**src/rtl/mem_bridge_pkg.sv**
```systemverilog
// Shared types and constants for the word-to-byte memory bridge.
package mem_bridge_pkg;

  localparam int BYTES_PER_WORD = 4;
  localparam int BYTE_W         = 8;

  typedef enum logic [2:0] {
    IDLE  = 3'd0,
    READ  = 3'd1,
    DRAIN = 3'd2,
    WRITE = 3'd3,
    DONE  = 3'd4
  } bridge_state_t;

endpackage

```
**src/rtl/byte_lane_assembler.sv**
```systemverilog
// Four byte-wide lane registers with clear, lane-selected capture and a word view.
// The word output already includes the byte being captured this cycle.
module byte_lane_assembler
  import mem_bridge_pkg::*;
(
  input  logic                             clk,
  input  logic                             reset,
  input  logic                             clr,
  input  logic                             cap_en,
  input  logic [1:0]                       lane_sel,
  input  logic [BYTE_W-1:0]                byte_in,
  output logic [BYTES_PER_WORD*BYTE_W-1:0] word
);

  logic [BYTE_W-1:0] lane_q [BYTES_PER_WORD];
  logic [BYTE_W-1:0] lane_d [BYTES_PER_WORD];

  always_comb begin
    for (int i = 0; i < BYTES_PER_WORD; i++) begin
      lane_d[i] = clr ? '0 : lane_q[i];
    end
    if (cap_en) begin
      lane_d[lane_sel] = byte_in;
    end
  end

  // Exposing the next value lets the last byte land in the word on the same edge.
  always_comb begin
    word = '0;
    for (int i = 0; i < BYTES_PER_WORD; i++) begin
      word[i*BYTE_W +: BYTE_W] = lane_d[i];
    end
  end

  always_ff @(posedge clk) begin
    if (reset) begin
      for (int i = 0; i < BYTES_PER_WORD; i++) begin
        lane_q[i] <= '0;
      end
    end else begin
      for (int i = 0; i < BYTES_PER_WORD; i++) begin
        lane_q[i] <= lane_d[i];
      end
    end
  end

endmodule

```
**src/rtl/mem_word_bridge.sv**
```systemverilog
// Sequential bridge: 32-bit word reads/writes to a byte-wide memory with a registered read port.
// All memory-side outputs decode from registered state only.
module mem_word_bridge
  import mem_bridge_pkg::*;
#(
  parameter int WIDTH = 8
) (
  input  logic                             clk,
  input  logic                             reset,
  input  logic                             req_read,
  input  logic                             req_write,
  input  logic [WIDTH-1:0]                 word_adr,
  input  logic [BYTES_PER_WORD*BYTE_W-1:0] wdata,
  output logic [BYTES_PER_WORD*BYTE_W-1:0] rdata,
  output logic                             done,
  output logic                             busy,
  output logic                             memread,
  output logic                             memwrite,
  output logic [WIDTH-1:0]                 adr,
  output logic [BYTE_W-1:0]                writedata,
  input  logic [BYTE_W-1:0]                memdata
);

  localparam int WORD_W = BYTES_PER_WORD * BYTE_W;

  bridge_state_t     state_q, state_d;
  logic [1:0]        k_q, k_d;
  logic [WIDTH-1:2]  base_q, base_d;
  logic [WORD_W-1:0] wdata_q, wdata_d;
  logic [WORD_W-1:0] rdata_q, rdata_d;

  logic              asm_clr;
  logic              asm_cap;
  logic [1:0]        asm_lane;
  logic [WORD_W-1:0] asm_word;

  // The two low address bits select nothing: words are always aligned.
  logic unused_adr_bits;
  assign unused_adr_bits = ^word_adr[1:0];

  byte_lane_assembler u_asm (
    .clk      (clk),
    .reset    (reset),
    .clr      (asm_clr),
    .cap_en   (asm_cap),
    .lane_sel (asm_lane),
    .byte_in  (memdata),
    .word     (asm_word)
  );

  always_comb begin
    state_d  = state_q;
    k_d      = k_q;
    base_d   = base_q;
    wdata_d  = wdata_q;
    rdata_d  = rdata_q;
    asm_clr  = 1'b0;
    asm_cap  = 1'b0;
    asm_lane = k_q - 2'd1;
    unique case (state_q)
      IDLE: begin
        if (req_read) begin
          base_d  = word_adr[WIDTH-1:2];
          k_d     = 2'd0;
          asm_clr = 1'b1;
          state_d = READ;
        end else if (req_write) begin
          base_d  = word_adr[WIDTH-1:2];
          wdata_d = wdata;
          k_d     = 2'd0;
          state_d = WRITE;
        end
      end
      READ: begin
        // Read data trails the strobe by one cycle, so byte k-1 arrives now.
        asm_cap = (k_q != 2'd0);
        k_d     = k_q + 2'd1;
        if (k_q == 2'd3) begin
          state_d = DRAIN;
        end
      end
      DRAIN: begin
        asm_cap  = 1'b1;
        asm_lane = 2'd3;
        rdata_d  = asm_word;
        state_d  = DONE;
      end
      WRITE: begin
        k_d = k_q + 2'd1;
        if (k_q == 2'd3) begin
          state_d = DONE;
        end
      end
      DONE: begin
        state_d = IDLE;
      end
      default: begin
        state_d = IDLE;
      end
    endcase
  end

  always_ff @(posedge clk) begin
    if (reset) begin
      state_q <= IDLE;
      k_q     <= 2'd0;
      base_q  <= '0;
      wdata_q <= '0;
      rdata_q <= '0;
    end else begin
      state_q <= state_d;
      k_q     <= k_d;
      base_q  <= base_d;
      wdata_q <= wdata_d;
      rdata_q <= rdata_d;
    end
  end

  always_comb begin
    memread   = (state_q == READ);
    memwrite  = (state_q == WRITE);
    done      = (state_q == DONE);
    busy      = (state_q != IDLE);
    adr       = (memread || memwrite) ? {base_q, k_q} : '0;
    writedata = memwrite ? wdata_q[{k_q, 3'b000} +: BYTE_W] : '0;
    rdata     = rdata_q;
  end

endmodule

```
**config.mk**
```make
export PLATFORM = sky130hd
export DESIGN_NAME = mem_word_bridge
export DESIGN_NICKNAME = d
export VERILOG_FILES = /design/src/rtl/mem_bridge_pkg.sv /design/src/rtl/byte_lane_assembler.sv /design/src/rtl/mem_word_bridge.sv
export SDC_FILE = /design/constraint.sdc
export NUM_CORES = 1
export LEC_CHECK = 0
export BUFFER_PORTS_ARGS = -buffer_cell sky130_fd_sc_hd__buf_4
export CAP_MARGIN = 5
export CORE_AREA = 4 4 105 107
export DETAILED_ROUTE_END_ITERATION = 10
export DIE_AREA = 0 0 109 111
export PLACE_DENSITY = 0.7
export SLEW_MARGIN = 15
export SYNTH_ARGS = -nofsm -noshare
export SYNTH_HDL_FRONTEND = slang
export SYNTH_SLANG_ARGS = --single-unit
```
**constraint.sdc**
```tcl
create_clock -name clk -period 4.65 [get_ports clk]
set_input_delay 0.6975 -clock clk [delete_from_list [all_inputs] [get_ports clk]]
set_output_delay 0.6975 -clock clk [all_outputs]
set_load 0.1 [all_outputs]
```
### Word-level counts from Yosys, hierarchy flattened

Memory sizes are Yosys's and may differ from the RTL's.
Cells that the tools add are included.

* $add $sub $neg: 2
* magnitude comparators: 2
* eq/ne operators: 8
* shifts and indexed selects: 1
* multiplexer cells: 31
* bitwise gates (word level): 6
* reductions and logical operators: 12

Operators by type and width (count)
* 8-bit 2-to-1 mux: 11
* 32-bit bitwise mux: 1
* 32-bit 2-to-1 mux: 1
* 32-bit by 6-bit variable part select with 8-bit output: 1
* 8-bit demux with 2-bit select: 1
* 3-bit 2-to-1 mux: 4
* 6-bit 2-to-1 mux: 2
* 3-bit case mux with 4 select lines: 1
* 3-bit by 2-bit == test with 1-bit output (second input constant): 2
* 2-bit 2-to-1 mux: 3
* 3-bit AND reduction: 2
* 2-bit nonzero test: 3
* 1-bit 2-to-1 mux: 5
* 2-bit by 1-bit != test with 1-bit output (second input constant): 2
* 1-bit OR: 4
* 2-bit case mux with 2 select lines: 1
* 2-bit AND reduction: 2
* 3-bit by 1-bit == test with 1-bit output (second input constant): 1
* 3-bit == test (second input constant): 1
* 3-bit >= comparator (second input constant): 1
* 3-bit logical NOT: 1
* 3-bit by 1-bit less-than comparator with 1-bit output (second input constant): 1
* 3-bit != test (second input constant): 1
* 2-bit NOT with 3-bit output: 1
* other kinds (9): 9

* register bits: 75
* bits in writable memories: 32
* output and inout port bits: 52
* word-level logic and storage cells: 68
* memories: 1

Memory list
* u_asm.lane_q: words 4, width 8, rd ports 4, clocked after Yosys merged registers in 0, write ports 4, line byte_lane_assembler.sv:15 `logic [BYTE_W-1:0] lane_q [BYTES_PER_WORD];`

### Logic depth before layout (Yosys ltp)

* depth in word-level cells: 10
* mapped depth: 8
* gate-level depth less buffers: 5

### Hierarchy

A second synthesis with hierarchy kept.

* cell total of the unflattened synthesis: 525
* area, all modules: 5426.5 µm²

By module, submodules not included
* mem_word_bridge: times used 1, cells each 335, area an instance 3452.1 µm²
* byte_lane_assembler: times used 1, cells each 190, area an instance 1974.4 µm²

### Worst setup path after synthesis

OpenSTA, ideal clock, no wires.

* path kind: reg-to-output
* from: reg state_q[2]
* to: out done
* arrival time: 2982 ps
* setup slack: 970 ps
* stages on the path, launching flop included: 3
* path through: dfxtp_1 > clkbuf_1 > nor3b_1

* cells in the longest elaborated chain, start to end: 1

Ends and longest elaborated chain
* start: declaration: line mem_word_bridge.sv:26 `bridge_state_t state_q, state_d;`
* start signal: assignment: line mem_word_bridge.sv:111 `state_q <= state_d;`
* 3-bit == test: line mem_word_bridge.sv:122 `done = (state_q == DONE);`
* end: declaration: line mem_word_bridge.sv:15 `output logic done,`

No other way between the ends.

### Worst setup path in the final report

* from: reg k_q[0]
* to: out adr[0]

* cells in the longest elaborated chain, start to end: 1

Ends and longest elaborated chain
* start: declaration: line mem_word_bridge.sv:27 `logic [1:0] k_q, k_d;`
* start signal: assignment: line mem_word_bridge.sv:112 `k_q <= k_d;`
* 8-bit 2-to-1 mux: line mem_word_bridge.sv:124 `adr = (memread || memwrite) ? {base_q, k_q} : '0;`
* end: declaration: line mem_word_bridge.sv:19 `output logic [WIDTH-1:0] adr,`

No other way between the ends.

==> results.yml <==
logic_synthesis:
  ys_warn_count: 0
  ys_ff_latch: 99
  async_reset_ff_frac: 0
  yosys.area.top_type: "dfxtp_1"
  yosys_most_used_dff: "dfxtp_1"
  synthCells: 484
  synth-edff-count: 0
  syn_area_sq_um: 4490
  yosys-top-cells-area: "dfxtp_1 (44%), nand2b_1 (9.1%), mux2i_1 (7.1%)"
  avgSynthCellArea_sq_um: 9.28
  synthesis.nets: 538
  yosysSeqAreaShare: 0.441
  synth_top_area_share: 0.441
  post_synth_num_cell_types: 40
  netlist_top_cells_count: "dfxtp_1 (99), nand2b_1 (65), a21oi_1 (57), nand2_1 (40), mux2i_1 (32)"
  synth.most_common_cell: "dfxtp_1"
placement:
  hpwl_um: 7100
  gp_congestion: 0.784
  portBuffers: 101
drt:
  drc: 0
  drt_iter0_drc: 158
  wirelength_um: 10300
  vias_per_cell: 5.18
  wl_per_cell_um: 14.9
  postRouteAntennaNets: 0
  vias: 3576
  firstDrtPassIters: 4
setup_path:
  slowest_stage: "dfxtp_1"
  worst-path-buf-inv: 2
  critical_path_required_ps: 3950
  worstPathArrival_ps: 2750
  critical_path.top_delay_family: "buffers and inverters"
  start_kind: "flop"
  path_cells: "nand3b_1 > clkinv_1 > buf_4"
  critical_path.max_stage_delay_ps: 850
  endpoint_kind: "output pin"
  crit_type: "flop to output pin"
  path_max_fanout: 17
clock_network:
  htreeDepth: 3
  cts_resized: 0
  cts_hold_buf: 0
  cts-buffers-inserted: 9
  insertion_delay_ps: 360
  clkSlewWorstSetupHoldPaths_ps: 110
  tritoncts: "done"
  clock_sinks: 99
  clockRootBuffer: "clkbuf_8"
  postCtsSetupBuffers: 0
  clockBufferDepth: 2
floorplan:
  core_region_area_sq_um: 10100
  io_pins: 104
  die_area_sq_um: 12100
  rows: 37
  die_x_um: 109
  initial_utilization: 0.443
  die_h_um: 111
hold_path:
  min_path_type: "flop to flop"
global_routing:
  antenna_found_initial: 0
  grt_overflow: 0
  grt_pass1_vias: 3435
  grt_max_degree: 132
  grt_pass1_wl_um: 16600
  grt.total_usage: 0.168
timing:
  finalCritPeriodShare: 0.741
  report.final.slew_viol_count: 0
  fin_skew_ps: 16.1
  hold_viol_final: 0
  tns_ps: 0
  max_freq_mhz: 290
  max_slew_margin: 0.271
  min_period_ps: 3440
  setup_violations: 0
  rsz0062_at_grt: "false"
  worstMarginPinSlew_ps: 1090
pwr:
  total_power_uw: 1970
  p_leak_uw: 0.00200
  power.density_nw_per_um2: 367
  max-vdd-ir-drop_uv: 163
outcome:
  status: "finished, final reports clean"
final_layout:
  n_antenna_cell: 0
  ff_latch_area_sq_um: 1980
  area_growth_pct: 19.3
  drive_gt1_frac: 0.249
  fin_nets: 604
  nFillCells: 908
  multiInputGateArea_sq_um: 2230
job:
  maxCapViolCount: 0
placed cells by master, fill, tap and decap left out, types with 8 or more instances in the layout:
master	instances
buf_4	102
dfxtp_1	99
nand2b_1	65
a21oi_1	57
nand2_1	40
mux2i_1	32
nand3_1	30
o211ai_1	24
nor2_1	17
clkbuf_8	10
mux4_2	8
and3_1	8
stage by stage:
| step | util | instances | cell area, sq um | setup slack, ps | hold slack, ps |
|---|---|---|---|---|---|
| 2_1_floorplan | - | 484 | 4490 | 970 | 432 |
| 3_3_place_gp | 0.509 | 674 | 5160 | 1570 | 446 |
| 3_5_place_dp | 0.509 | 674 | 5160 | 1570 | 452 |
| 4_1_cts | 0.527 | 690 | 5350 | 1170 | 459 |
| 5_1_grt | 0.529 | 691 | 5360 | 904 | 464 |
| 6_report | 0.529 | 691 | 5360 | 1210 | 457 |
area by class of cell:
class	count	area share
Tap cell	136	0.0317
Inverter	4	0.00280
Sequential cell	99	0.370
Multi-Input combinational cell	333	0.415
Clock buffer	10	0.0257
Timing Repair Buffer	103	0.146
Clock inverter	6	0.00910
cell families (layout without fill, tap and decap cells):
logic type	after synthesis	count (layout)	share of synthesized area
fa+ha+maj	2	2	0.00557
buf+inv	52	123	0.0660
simple gates	193	193	0.244
compound gates	98	98	0.131
mux	40	40	0.111
flops	99	99	0.441
layer usage:
metal | GRT usage | wire length (um) | vias up
li1 | - | - | 1813
met4 | 0.0429 | 103 | 0
met2 | 0.276 | 4930 | 74
met3 | 0.0361 | 519 | 10
met5 | 0 | 0 | -
met1 | 0.222 | 4740 | 1679
state kept, by name, summed over array words and instances (netlist names):
signal and count:
rdata 32, wdata_q 32, u_asm.lane_q 24, base_q 6, state_q 3, k_q 2
final timing paths:
kind	startpoint	endpoint	slack [ps]	depth (start not counted)
max	k_q[0]$_SDFFE_PP0P_	adr[0]	1210	3
min	u_asm.lane_q[0][2]$_SDFF_PP0_	rdata[2]$_SDFFE_PP0N_	460	2
max reg2reg	state_q[1]$_SDFFE_PP0P_	wdata_q[28]$_SDFFE_PP0P_	1750	5
min reg2reg	u_asm.lane_q[0][2]$_SDFF_PP0_	rdata[2]$_SDFFE_PP0N_	460	2
where the power goes:
part / total (uW) / internal [uW] / switching (uW)
combinational: 500 / 153 / 347
sequential: 946 / 893 / 52.9
clock: 520 / 215 / 305
total: 1970 / 1260 / 705
tightest hold or removal path, delay by kind of cell, from the launching register on:
kind            cells  cell delay, ps
compound gates      1              50
simple gates        1              50
flops               1             330
No activity file was read; power rests on OpenSTA's default activity.
